==> src/rtl/iob_wb_bridge.sv <==
// IOb-native slave to Wishbone B3 classic single-transfer master bridge.
// Define IOB_WB_TIMEOUT_EN to bound bus stalls with a TIMEOUT_W-bit counter.
module iob_wb_bridge #(
    parameter int ADDR_W    = 13,
    parameter int DATA_W    = 32,
    parameter int WB_ADDR_W = 10,
    parameter int TIMEOUT_W = 8
) (
    input  logic                 clk,
    input  logic                 rst,
    input  logic                 valid,
    input  logic [ADDR_W-1:0]    address,
    input  logic [DATA_W-1:0]    wdata,
    input  logic [DATA_W/8-1:0]  wstrb,
    output logic [DATA_W-1:0]    rdata,
    output logic                 ready,
    output logic                 error,
    output logic                 busy,
    output logic [WB_ADDR_W-1:0] wb_adr_o,
    output logic [DATA_W/8-1:0]  wb_sel_o,
    output logic                 wb_we_o,
    output logic [DATA_W-1:0]    wb_dat_o,
    input  logic [DATA_W-1:0]    wb_dat_i,
    output logic                 wb_cyc_o,
    output logic                 wb_stb_o,
    input  logic                 wb_ack_i,
    input  logic                 wb_err_i
);

    typedef enum logic [1:0] {IDLE, BUS, RESP} state_t;
    state_t state;
    logic   tmo;

    // Byte-offset and upper address bits have no Wishbone counterpart.
    logic unused_addr;
    assign unused_addr = ^{address[1:0], address[ADDR_W-1:WB_ADDR_W+2]};

`ifdef IOB_WB_TIMEOUT_EN
    localparam logic [TIMEOUT_W-1:0] TMO_LAST = {{(TIMEOUT_W-1){1'b1}}, 1'b0};
    logic [TIMEOUT_W-1:0] tmo_cnt;

    always_ff @(posedge clk) begin
        if (rst || state != BUS)
            tmo_cnt <= '0;
        else if (!wb_ack_i && !wb_err_i)
            tmo_cnt <= tmo_cnt + 1'b1;
    end

    // Fires on the stalled cycle whose increment would saturate the count.
    assign tmo = (state == BUS) && (tmo_cnt == TMO_LAST);
`else
    assign tmo = 1'b0;
`endif

    always_ff @(posedge clk) begin
        if (rst) begin
            state    <= IDLE;
            rdata    <= '0;
            ready    <= 1'b0;
            error    <= 1'b0;
            busy     <= 1'b0;
            wb_adr_o <= '0;
            wb_sel_o <= '0;
            wb_we_o  <= 1'b0;
            wb_dat_o <= '0;
            wb_cyc_o <= 1'b0;
            wb_stb_o <= 1'b0;
        end else begin
            case (state)
                IDLE: begin
                    if (valid) begin
                        wb_adr_o <= address[WB_ADDR_W+1:2];
                        wb_sel_o <= (|wstrb) ? wstrb : '1;
                        wb_we_o  <= |wstrb;
                        wb_dat_o <= wdata;
                        wb_cyc_o <= 1'b1;
                        wb_stb_o <= 1'b1;
                        busy     <= 1'b1;
                        state    <= BUS;
                    end
                end
                BUS: begin
                    if (wb_err_i || (tmo && !wb_ack_i)) begin
                        rdata    <= '0;
                        error    <= 1'b1;
                        ready    <= 1'b1;
                        wb_cyc_o <= 1'b0;
                        wb_stb_o <= 1'b0;
                        state    <= RESP;
                    end else if (wb_ack_i) begin
                        rdata    <= wb_we_o ? '0 : wb_dat_i;
                        error    <= 1'b0;
                        ready    <= 1'b1;
                        wb_cyc_o <= 1'b0;
                        wb_stb_o <= 1'b0;
                        state    <= RESP;
                    end
                end
                RESP: begin
                    ready <= 1'b0;
                    error <= 1'b0;
                    busy  <= 1'b0;
                    state <= IDLE;
                end
                default: state <= IDLE;
            endcase
        end
    end

endmodule

==> config.mk <==
export PLATFORM = sky130hd
export DESIGN_NAME = iob_wb_bridge
export DESIGN_NICKNAME = d
export VERILOG_FILES = /design/src/rtl/iob_wb_bridge.sv
export SDC_FILE = /design/constraint.sdc
export NUM_CORES = 1
export LEC_CHECK = 0
export BUFFER_PORTS_ARGS = -buffer_cell sky130_fd_sc_hd__clkbuf_2
export CAP_MARGIN = 20
export CELL_PAD_IN_SITES_DETAIL_PLACEMENT = 1
export CELL_PAD_IN_SITES_GLOBAL_PLACEMENT = 1
export CORE_ASPECT_RATIO = 0.9
export CORE_UTILIZATION = 31
export CTS_BUF_LIST = sky130_fd_sc_hd__clkbuf_2 sky130_fd_sc_hd__clkbuf_4 sky130_fd_sc_hd__clkbuf_8
export CTS_CLUSTER_DIAMETER = 100
export CTS_CLUSTER_SIZE = 14
export DETAILED_ROUTE_END_ITERATION = 10
export HOLD_SLACK_MARGIN = 0.15
export PLACE_DENSITY_LB_ADDON = 0.1
export SKIP_LAST_GASP = 1
export SLEW_MARGIN = 20
export SYNTH_ARGS = -nofsm -noshare
export SYNTH_HDL_FRONTEND = slang
export SYNTH_SLANG_ARGS = --single-unit
==> constraint.sdc <==
create_clock -name clk -period 2.3 [get_ports clk]
set_clock_uncertainty 0.15 [all_clocks]
set_input_delay 0.23 -clock clk [delete_from_list [all_inputs] [get_ports clk]]
set_output_delay 0.23 -clock clk [all_outputs]
set_load 0.02 [all_outputs]
==> impl_metrics.json <==
{
  "drt_iter0_markers": 95,
  "required_ns": 2.35,
  "status": "complete, no violations",
  "path_cells": "nor2b_1 -> buf_4 -> and2_1 -> o21ai_0",
  "fmax_mhz": 505.6,
  "cts_tree": "yes",
  "rsz0062_at_grt": "no",
  "antenna_left": 0,
  "finalNetCount": 662,
  "routed_via_density": 4.688,
  "clock_latency_ns": 0.34,
  "synth.distinct_cells": 31,
  "syn_area_um2": 2968,
  "ir_worst_vdd_mv": 0.3839,
  "start_util_pct": 32.23,
  "port_buffers": 166,
  "fin_setup_tns_ns": 0,
  "dp_slack_ns": 0.2902,
  "cts_root_buf": "clkbuf_8",
  "fp.coreArea_um2": 9208,
  "grt_pass1_vias": 3304,
  "yosys-top-cells-count": "103 x nand2_1, 85 x dfxtp_1, 45 x a21oi_1",
  "ys_seq_elements": 85,
  "cts_htree_levels": 3,
  "reg2reg_depth": 4,
  "critical-path-slowest-cell": "and2_1",
  "placed_cells": 606,
  "layoutNonFillerInstCount": 703,
  "setup_viol": 0,
  "vias": 3296,
  "avgSynthCellArea_um2": 8.859,
  "p_leak_nw": 2.264,
  "diodes": 0,
  "antenna_found_initial": 0,
  "die-height_um": 94.83,
  "synth_nets": 421,
  "area_growth_pct": 66.48,
  "cts.sinks": 85,
  "whs_path_depth": 3,
  "critical-path-max-stage-delay_ns": 0.51,
  "worstPathMaxFanout": 19,
  "synth_area_leaders": "dfxtp_1 57%, nand2_1 13%, a21oi_1 7.6%",
  "overflow": 0,
  "fin_crit_ns": 1.978,
  "grt_pass1_wl_mm": 16.17,
  "crit_type": "flip-flop to flip-flop",
  "hpwl_mm": 6.166,
  "drc_errors": 0,
  "drive_gt1_share_pct": 35.11,
  "drv_slew": 0,
  "cp.arrival_ns": 2.03,
  "gr-usage-all-layers_pct": 20.65,
  "synth_edf_count": 0,
  "post-route-period-util_pct": 86.00,
  "gp_congestion": 0.7138,
  "synth_cells": 335,
  "synth.yosys.seq_area_share_pct": 57.34,
  "routed_wl_mm": 10.28,
  "synthArstFlopShare_pct": 0,
  "post_cts_resized": 0,
  "power_per_cell_area_nw_per_um2": 659.9,
  "slew_headroom_pct": 52.85,
  "worstSetupStartpointType": "flip-flop",
  "pin_count": 170,
  "endpoint_kind": "flip-flop",
  "final_hold_viol_count": 0,
  "die-area_um2": 9969,
  "routedWlPerCell_um": 14.62,
  "fp.dieW_um": 105.1,
  "tightest_slew_ns": 0.7073,
  "fin_util_pct": 53.66,
  "synth_top_flop_cell": "dfxtp_1",
  "clockBufferDepth": 2,
  "synth_top_cell_area_share_pct": 57.34,
  "maxCapViolations": 0,
  "yosysTopAreaCell": "dfxtp_1",
  "cts_made_buffers": 9,
  "grt_start_max_net_pins": 50,
  "synth.most_common_cell": "nand2_1",
  "hp-class": "primary input to flip-flop",
  "ys_warn_count": 0,
  "fin_ws_ns": 0.3220,
  "row_count": 33,
  "clk_pin_slew_worst_paths_ns": 0.08,
  "drtPass1Iterations": 4
}
-- state kept, by name (all words and copies together), names as in the netlist --
name,cells
busy,1
error,1
rdata,32
ready,1
state,2
wb_adr_o,10
wb_dat_o,32
wb_sel_o,4
wb_stb_o,1
wb_we_o,1
-- repair_timing --
action,CTS,global route
hold buffers,81,0
hold endpoints to repair,81,0
buffers inserted,0,0
-- cell type report --
| class | count | area, um^2 |
|---|---|---|
| well taps | 122 | 152.6 |
| clock buffers | 11 | 151.4 |
| clock inverters | 5 | 58.81 |
| multi-input cells | 221 | 1152 |
| inverters | 2 | 7.507 |
| repair buffers | 257 | 1717 |
| fillers | 1119 | 4267 |
| flip-flops and latches | 85 | 1702 |
-- report_power, final --
part | total (mW) | internal, mW | switching [mW]
Combinational | 0.569 | 0.258 | 0.312
Sequential | 1.59 | 1.54 | 0.0445
Clock | 1.10 | 0.562 | 0.540
Total | 3.26 | 2.36 | 0.897
-- final timing paths --
check                            start                         to  slack (ns)
max              state[0]$_SDFFE_PP0P_     rdata[21]$_SDFFE_PP0P_        0.32
min reg2reg  wb_dat_o[20]$_SDFFE_PP0P_  wb_dat_o[20]$_SDFFE_PP0P_        0.31
min                                rst     rdata[11]$_SDFFE_PP0P_        0.27
max reg2reg      state[0]$_SDFFE_PP0P_     rdata[21]$_SDFFE_PP0P_        0.32
-- logic make-up after synthesis --
logic type	Yosys count	share of synthesized area [%]
flip-flops	85	57.34
buffers and inverters	29	4.300
AO/OA/AOI/OAI	86	17.92
multiplexers	1	0.3794
AND/OR/NAND/NOR	134	20.07
-- critical path: cells and delay by family, from the launching register on --
family	cells	cell delay, ns
AOI/OAI and AO/OA	1	0.19
buffers and inverters	1	0.27
and+or+nand+nor	2	0.75
DFF	1	0.47
-- metal layers --
layer | track usage, % | routed length [um] | up-vias
met5 | 0 | 0 | -
met4 | 7.394 | 203 | 0
met3 | 6.280 | 583 | 15
met2 | 37.47 | 5234 | 108
met1 | 23.05 | 4254 | 1542
li1 | - | - | 1631
-- cell usage in the layout, fill, tap and decap left out, types with 2 or more instances in the layout --
master and instances:
nor2_1 3, clkbuf_8 11, a21oi_1 44, dfxtp_1 85, inv_1 2, nand2_1 103, o221a_2 4, o21ai_0 16
clkinvlp_4 2, clkbuf_2 166, dlygate4sd3_1 81, buf_4 10, nand4_1 16, a22o_1 16
-- metrics by stage --
step	area (um^2)	hold WS, ns	power [mW]
finish	4941	0.2674	3.260
global route	4941	0.2801	3.432
CTS	4941	0.2611	3.305
detailed placement	3920	0.2973	2.081
global placement	3916	0.2898	2.069
floorplan	2968	0.2055	1.876
No activity file was read; power rests on OpenSTA's default activity.
